## config.mk

```make
export PLATFORM = sky130hd
export DESIGN_NAME = static_priority_selector
export DESIGN_NICKNAME = d
export VERILOG_FILES = /design/src/rtl/static_priority_selector.sv
export SDC_FILE = /design/constraint.sdc
export NUM_CORES = 1
export LEC_CHECK = 0
export BUFFER_PORTS_ARGS = -buffer_cell sky130_fd_sc_hd__buf_2
export CAP_MARGIN = 40
export CORE_MARGIN = 2
export CORE_UTILIZATION = 28
export DETAILED_ROUTE_END_ITERATION = 8
export PLACE_DENSITY_LB_ADDON = 0.15
export SYNTH_ARGS = -nofsm -noshare
export SYNTH_HDL_FRONTEND = slang
export SYNTH_SLANG_ARGS = --single-unit
```

## constraint.sdc

```tcl
create_clock -name vclk -period 2.9
set_clock_uncertainty 0.2 [all_clocks]
set_input_delay 0.145 -clock vclk [all_inputs]
set_output_delay 0.145 -clock vclk [all_outputs]
set_load 0.005 [all_outputs]
```

## src/rtl/static_priority_selector.sv

```systemverilog
// static_priority_selector
// Lowest-index-first multi-way picker for a queue entry table.
// enq_mask_o picks up to EnqWidth free slots (entry_vld_i == 0);
// result_mask_o picks up to SelWidth requesting entries (sel_mask_i == 1).
// Both pickers are purely combinational and independent of each other.
// clk/rst_n only drive a simulation-side sanity checker that never
// feeds back into the data path.
module static_priority_selector #(
   parameter int Depth    = 8,
   parameter int EnqWidth = 2,
   parameter int SelWidth = 2
) (
   input  logic                               clk,
   input  logic                               rst_n,
   input  logic [Depth-1:0]                   entry_vld_i,
   input  logic [Depth-1:0]                   sel_mask_i,
   output logic [EnqWidth-1:0][Depth-1:0]     enq_mask_o,
   output logic [SelWidth-1:0][Depth-1:0]     result_mask_o
);

   // Constant one at entry-vector width, used for lowest-set-bit isolation.
   localparam logic [Depth-1:0] LsbOne = Depth'(1);

   // ------------------------------------------------------------------
   // Data path
   // ------------------------------------------------------------------

   // Candidates not yet taken by an earlier row of each picker.
   logic [Depth-1:0] free_left;
   logic [Depth-1:0] req_left;

   // Free-slot picker: cascaded find-first-set, clearing each pick before the next row.
   always_comb begin
      free_left = ~entry_vld_i;
      for (int k = 0; k < EnqWidth; k++) begin
         // x & -x isolates the lowest set bit; yields zero once nothing is left.
         enq_mask_o[k] = free_left & (~free_left + LsbOne);
         free_left     = free_left & ~enq_mask_o[k];
      end
   end

   // Select picker: same cascade over the request mask, taken as given.
   always_comb begin
      req_left = sel_mask_i;
      for (int k = 0; k < SelWidth; k++) begin
         result_mask_o[k] = req_left & (~req_left + LsbOne);
         req_left         = req_left & ~result_mask_o[k];
      end
   end

   // ------------------------------------------------------------------
   // Sanity checker (no influence on outputs)
   // ------------------------------------------------------------------

   logic             enq_bad;
   logic             sel_bad;
   logic [Depth-1:0] enq_row;
   logic [Depth-1:0] enq_seen;
   logic [Depth-1:0] enq_prev;
   logic [Depth-1:0] sel_row;
   logic [Depth-1:0] sel_seen;
   logic [Depth-1:0] sel_prev;
   int               enq_avail;
   int               enq_rows;
   int               enq_want;
   int               sel_avail;
   int               sel_rows;
   int               sel_want;

   // Free-slot output invariants: one-hot rows, disjoint, drawn from free
   // entries, contiguous from row 0, strictly increasing, min(free, width) rows.
   always_comb begin
      enq_bad   = 1'b0;
      enq_row   = '0;
      enq_seen  = '0;
      enq_prev  = '0;
      enq_avail = 0;
      enq_rows  = 0;
      enq_want  = 0;
      for (int i = 0; i < Depth; i++) begin
         if (!entry_vld_i[i]) enq_avail++;
      end
      for (int k = 0; k < EnqWidth; k++) begin
         enq_row = enq_mask_o[k];
         if ((enq_row & (enq_row - LsbOne)) != '0) enq_bad = 1'b1;
         if ((enq_row & enq_seen) != '0)           enq_bad = 1'b1;
         if ((enq_row & entry_vld_i) != '0)        enq_bad = 1'b1;
         if (k > 0 && enq_row != '0 && (enq_prev == '0 || enq_row <= enq_prev))
            enq_bad = 1'b1;
         if (enq_row != '0) enq_rows++;
         enq_seen = enq_seen | enq_row;
         enq_prev = enq_row;
      end
      enq_want = (enq_avail < EnqWidth) ? enq_avail : EnqWidth;
      if (enq_rows != enq_want) enq_bad = 1'b1;
   end

   // Select output invariants: same rules against the request mask.
   always_comb begin
      sel_bad   = 1'b0;
      sel_row   = '0;
      sel_seen  = '0;
      sel_prev  = '0;
      sel_avail = 0;
      sel_rows  = 0;
      sel_want  = 0;
      for (int i = 0; i < Depth; i++) begin
         if (sel_mask_i[i]) sel_avail++;
      end
      for (int k = 0; k < SelWidth; k++) begin
         sel_row = result_mask_o[k];
         if ((sel_row & (sel_row - LsbOne)) != '0) sel_bad = 1'b1;
         if ((sel_row & sel_seen) != '0)           sel_bad = 1'b1;
         if ((sel_row & ~sel_mask_i) != '0)        sel_bad = 1'b1;
         if (k > 0 && sel_row != '0 && (sel_prev == '0 || sel_row <= sel_prev))
            sel_bad = 1'b1;
         if (sel_row != '0) sel_rows++;
         sel_seen = sel_seen | sel_row;
         sel_prev = sel_row;
      end
      sel_want = (sel_avail < SelWidth) ? sel_avail : SelWidth;
      if (sel_rows != sel_want) sel_bad = 1'b1;
   end

   logic enq_err_q;
   logic sel_err_q;

   // Sticky violation flags, sampled on clk and cleared by reset.
   always_ff @(posedge clk or negedge rst_n) begin
      if (!rst_n) begin
         enq_err_q <= 1'b0;
         sel_err_q <= 1'b0;
      end else begin
         enq_err_q <= enq_err_q | enq_bad;
         sel_err_q <= sel_err_q | sel_bad;
      end
   end

   a_enq_invariants : assert property (@(posedge clk) disable iff (!rst_n) !enq_err_q);
   a_sel_invariants : assert property (@(posedge clk) disable iff (!rst_n) !sel_err_q);

endmodule

```

==> impl_metrics.py, run 1 <==
metrics = {
    "status": {
        "status": "completed",
    },
    "yosys": {
        "syn_area_um2": 533,
        "synth.area.top_cells": "nor2_1 (7.7%), buf_6 (6.3%), a21oi_1 (5.6%)",
        "yosysWarnings": 0,
        "synth_cells": 85,
        "synth_top_area_cell": "nor2_1",
        "synth.top_cell.area_share": 0.0775,
        "synth.avg_cell_area_um2": 6.27,
        "seq_area_frac_synth": 0,
        "synth.distinct_cells": 36,
    },
    "worst_setup_path": {
        "critPathCaptureType": "output port",
        "cp-startpoint": "sel_mask_i[2]",
        "crit_path_max_fanout": 13,
        "start_kind": "primary input",
        "critPathKind": "primary input to output port",
        "critical_path_arrival_ps": 1420,
        "required_ps": 2560,
    },
    "placed_design": {
        "gp_routability_congestion": 0.723,
        "dp_hpwl_um": 1090,
        "port_buffers": 46,
    },
    "global_routing": {
        "antenna_found_initial": 0,
        "grt_pass1_wl_um": 2130,
        "grt-ovfl-total": 0,
        "grt_usage": 0.120,
        "grt_pass1_vias": 495,
        "grt_max_degree": 14,
    },
    "cells_and_area": {
        "final_layout_size_suffix_gt1_frac": 0.425,
        "diodes": 0,
        "fin_nets": 140,
        "clock_buffers": 0,
        "areaGrowthSynthToFinish_pct": 33.3,
        "seq_area_um2": 0,
        "seq_cells": 0,
    },
    "detailed_routing": {
        "detail_route.wl_per_cell_um": 9.41,
        "antenna_left": 0,
        "wl_um": 1360,
        "met2_length_um": 672,
        "vias_per_cell": 4.75,
        "drt_iter0_drc": 7,
        "detailroute.via_count": 689,
        "wirelength_met1_um": 604,
        "top_layer": "met3",
        "drt_first_pass_iters": 2,
        "route.detailed.drc": 0,
        "wl_met3_um": 87,
    },
    "flow_run": {
        "max_cap_violations": 0,
    },
    "die": {
        "dieArea_um2": 2270,
        "fp.dieH_um": 47.6,
        "fp.dieW_um": 47.6,
        "ioPinCount": 50,
        "initial_utilization": 0.302,
        "core_area_um2": 1760,
        "row_count": 15,
    },
    "power": {
        "ir_worst_vdd_mv": 0.0481,
        "p_leak_nw": 0.387,
        "fin_total_pwr_mw": 0.0803,
        "p_per_area_nw_per_um2": 113,
    },
    "clock_network": {
        "ctsResizeCount": 0,
        "ctsHoldBuffers": 0,
        "cts_setup_buffers": 0,
    },
    "timing": {
        "finalHoldViolCount": 0,
        "max_freq_mhz": 566,
        "fin_crit_ps": 1770,
        "maxSlewViolCount": 0,
        "finalSetupViolCount": 0,
        "rsz0062_at_grt": "no",
        "fin_crit_sh": 0.609,
        "whs_ps": 325,
        "tns_ps": 0,
    },
    "min_path": {
        "holdCritPathClass": "primary input to output port",
        "min_from": "entry_vld_i[7]",
    },
}
where the power goes:
part	internal (mW)	total [mW]	switching, mW
registers	0	0	0
clock network	0	0	0
logic	0.0365	0.0803	0.0438
cells in the final DEF, fill, tap and decap left out:
| cell | synthesis | final |
|---|---|---|
| a211oi_1 | 2 | 2 |
| a21boi_0 | 1 | 1 |
| a21oi_1 | 6 | 6 |
| and2_1 | 3 | 3 |
| and3_1 | 2 | 2 |
| and3_2 | 1 | 1 |
| and4b_2 | 1 | 1 |
| buf_2 | 2 | 46 |
| conb_1 | 1 | 2 |
| inv_1 | 3 | 3 |
| maj3_1 | 1 | 1 |
| nand2_1 | 5 | 5 |
| nand3_1 | 1 | 1 |
| nand3b_1 | 2 | 2 |
| nand4_1 | 2 | 2 |
| nand4b_1 | 2 | 2 |
| nor2_1 | 11 | 11 |
| nor2b_1 | 3 | 3 |
| nor3_1 | 3 | 3 |
| nor3b_1 | 1 | 1 |
| nor3b_2 | 1 | 1 |
| nor4b_1 | 2 | 2 |
| o211a_1 | 1 | 1 |
| o211ai_1 | 2 | 2 |
| o21a_1 | 1 | 1 |
| o21ai_0 | 6 | 6 |
| o2bb2ai_1 | 1 | 1 |
| or2_2 | 1 | 1 |
| or3_2 | 1 | 1 |
| or4_1 | 1 | 1 |
| xnor2_1 | 2 | 2 |
| xor2_1 | 3 | 3 |
stage by stage:
stage          setup slack (ps)  instances  utilization  instance area, um^2
5_1_grt                    1030        145        0.403                  711
3_5_place_dp               1120        145        0.403                  711
4_1_cts                    1120        145        0.403                  711
3_3_place_gp               1150        145        0.403                  711
2_1_floorplan              1410         86            -                  537
6_report                   1130        145        0.403                  711
routing by layer:
layer / track usage / vias to the layer above
met5: 0 / -
met4: 0 / 0
met3: 0 / 0
met2: 0.219 / 23
met1: 0.169 / 300
li1: - / 366
worst max-delay path: stages:
cell and delay [ps]:
buf_2 170, or4_1 530, a21oi_1 150, o2bb2ai_1 150
and3_1 170, buf_2 100
Yosys cell counts, types with 2 or more instances:
cell type	number
a211oi_1	2
a21oi_1	6
and2_1	3
and3_1	2
buf_2	2
buf_4	4
buf_6	3
clkbuf_2	2
inv_1	3
nand2_1	5
nand3b_1	2
nand4_1	2
nand4b_1	2
nor2_1	11
nor2b_1	3
nor3_1	3
nor4b_1	2
o211ai_1	2
o21ai_0	6
xnor2_1	2
xor2_1	3
path summary, 6_finish.rpt:
path / endpoint / slack (ps) / cells after the start
min: enq_mask_o[15] / 320 / 3
max: result_mask_o[15] / 1130 / 6
cell families after synthesis:
kind of cell,share of synthesized area
and+or+nand+nor,0.474
buffers and inverters,0.185
AOI/OAI and AO/OA,0.232
adders and majority gates,0.0188
xor gates and xnor gates,0.0822
other,0.00704
layout make-up:
| type | count | area, um^2 |
|---|---|---|
| fill | 204 | 1050 |
| multi-input combinational | 71 | 438 |
| inverter | 3 | 11.3 |
| tap | 25 | 31.3 |
| timing repair buffer | 46 | 230 |
No activity file was read; power rests on OpenSTA's default activity.
==> run 2, diff against run 1 <==
--- a/config.mk
+++ b/config.mk
@@ -5,6 +5,7 @@
 export SDC_FILE = /design/constraint.sdc
 export NUM_CORES = 1
 export LEC_CHECK = 0
+export ABC_AREA = 1
 export BUFFER_PORTS_ARGS = -buffer_cell sky130_fd_sc_hd__buf_2
 export CAP_MARGIN = 40
 export CORE_MARGIN = 2
==> constraint.sdc (replaced) <==
create_clock -name vclk -period 1.75
set_clock_uncertainty 0.2 [all_clocks]
set_input_delay 0.0875 -clock vclk [all_inputs]
set_output_delay 0.0875 -clock vclk [all_outputs]
set_load 0.005 [all_outputs]
==> impl_metrics.py, run 2 <==
metrics = {
    "global_routing": {
        "grt_pass1_wl_um": 1260,
        "grt_max_degree": 6,
        "grt_pass1_vias": 344,
        "antenna_found_initial": 0,
        "grt_usage": 0.103,
        "grt-ovfl-total": 0,
    },
    "yosys": {
        "synth_top_family_by_area": "simple AND/OR/NAND/NOR gates",
        "synth.most_common_cell": "nor2_1",
        "synthXorXnorAreaFrac": 0,
        "synth.area.top_cells": "nor2_1 (26%), nand2_1 (18%), inv_1 (17%)",
        "muxShareOfSynthArea": 0,
        "synth_top_area_cell": "nor2_1",
        "syn_area_um2": 385,
        "synth.avg_cell_area_um2": 4.43,
        "synth_common_cells": "nor2_1 (27), nand2_1 (18), inv_1 (17), nand2_2 (5), nand3_1 (5)",
        "synth.distinct_cells": 14,
        "synth-compound-area-share": 0.0260,
        "synth.top_cell.area_share": 0.263,
        "yosys.area_share.simple": 0.740,
        "synth-adder-area-share": 0,
        "synth_cells": 87,
        "seq_area_frac_synth": 0,
        "yosysWarnings": 0,
    },
    "detailed_routing": {
        "route.detailed.drc": 0,
        "drt_first_pass_iters": 4,
        "wl_um": 1010,
        "drt_iter0_drc": 10,
        "vias_per_cell": 4.08,
        "detail_route.wl_per_cell_um": 6.95,
        "antenna_left": 0,
        "detailroute.via_count": 595,
    },
    "timing": {
        "tns_ps": 0,
        "rsz0062_at_grt": "no",
        "max_freq_mhz": 789,
        "finalHoldViolCount": 0,
        "fin_crit_sh": 0.724,
        "maxSlewViolCount": 0,
        "finalSetupViolCount": 0,
        "worst_slack_ps": 483,
        "fin_crit_ps": 1270,
    },
    "cells_and_area": {
        "fin_nets": 151,
        "diodes": 0,
        "fillers": 144,
        "layout_common_cells": "buf_2 (46), nor2_1 (27), nand2_1 (18)",
        "clock_buffers": 0,
        "layout_commonest_cell": "buf_2",
        "seq_cells": 0,
        "final_layout_size_suffix_gt1_frac": 0.412,
        "areaGrowthSynthToFinish_pct": 59.7,
        "seq_area_um2": 0,
        "post-route-util": 0.473,
        "multiInputGateArea_um2": 303,
    },
    "power": {
        "p_int_mw": 0.0483,
        "pwr-share-clk": 0,
        "p_per_area_nw_per_um2": 183,
        "p_leak_nw": 0.441,
        "p_switching_mw": 0.0645,
        "ir_worst_vdd_mv": 0.0956,
        "fin_total_pwr_mw": 0.113,
        "switching_share": 0.571,
        "power_frac_comb": 1.000,
        "seqPwrFrac": 0,
    },
    "die": {
        "row_count": 13,
        "ioPinCount": 50,
        "core_area_um2": 1300,
        "initial_utilization": 0.296,
        "fp.dieW_um": 41.1,
        "dieArea_um2": 1690,
        "fp.dieH_um": 41.1,
    },
    "min_path": {
        "holdPathEnd": "enq_mask_o[7]",
        "min_from": "entry_vld_i[7]",
        "holdPathStages": 3,
        "holdCritPathClass": "primary input to output port",
    },
    "flow_run": {
        "max_cap_violations": 0,
    },
    "placed_design": {
        "pre_cts_ws_ps": 480,
        "port_buffers": 46,
        "dp_hpwl_um": 937,
        "gp_routability_congestion": 0.769,
    },
    "worst_setup_path": {
        "critPathKind": "primary input to output port",
        "worstPathCellList": "buf_2 -> nor2_2 -> nand2_2 -> nand2_1 -> nand2_2 -> nor2_1 -> nand2_1 -> nor2_1 -> buf_2",
        "crit_path_max_fanout": 4,
        "required_ps": 1460,
        "critPathCaptureType": "output port",
        "slowest_stage": "nor2_2",
        "start_kind": "primary input",
        "critical_path_arrival_ps": 980,
        "critPathMaxStageDelay_ps": 150,
    },
    "clock_network": {
        "ctsResizeCount": 0,
        "cts_setup_buffers": 0,
        "ctsHoldBuffers": 0,
    },
    "status": {
        "status": "completed",
    },
}
## run 2: through the flow
step	cells	hold WS, ps	cell area (um^2)
2_1_floorplan	88	6.10	389
3_3_place_gp	146	218	616
3_5_place_dp	146	222	616
4_1_cts	146	222	616
5_1_grt	146	239	616
6_report	146	221	616
## run 2: logic make-up after synthesis
group | after synthesis
other | 1
AO/OA/AOI/OAI | 2
AND/OR/NAND/NOR | 64
buffers and inverters | 20
## run 2: worst max-delay path by stage
stage / startpoint / end / slack, ps / cells past startpoint
after floorplan: sel_mask_i[2] / result_mask_o[14] / 780 / 7
after global placement: sel_mask_i[2] / result_mask_o[14] / 500 / 9
after detailed placement: sel_mask_i[0] / result_mask_o[15] / 480 / 9
after CTS: sel_mask_i[2] / result_mask_o[15] / 470 / 9
after global routing: sel_mask_i[2] / result_mask_o[14] / 350 / 9
final: sel_mask_i[2] / result_mask_o[15] / 480 / 9
## run 2: cell type report
| cell class | instances | area share |
|---|---|---|
| multi-input combinational | 68 | 0.492 |
| tap | 15 | 0.0305 |
| timing repair buffer | 46 | 0.374 |
| inverter | 17 | 0.104 |
## run 2: routing by layer
layer,GRT usage,share of wire
met2,0.172,0.43
met5,0,0
met1,0.155,0.45
met4,0,0
met3,0,0.12
## run 2: power groups by stage
stage                     clock, mW  combinational (mW)  sequential, mW
after floorplan                   0              0.0631               0
after global routing              0               0.130               0
after global placement            0               0.113               0
final                             0               0.113               0
after CTS                         0               0.114               0
after detailed placement          0               0.114               0
## run 2: critical path: cells and delay by family
family | cells | cell delay [ps]
buffers and inverters | 2 | 230
and+or+nand+nor | 7 | 660
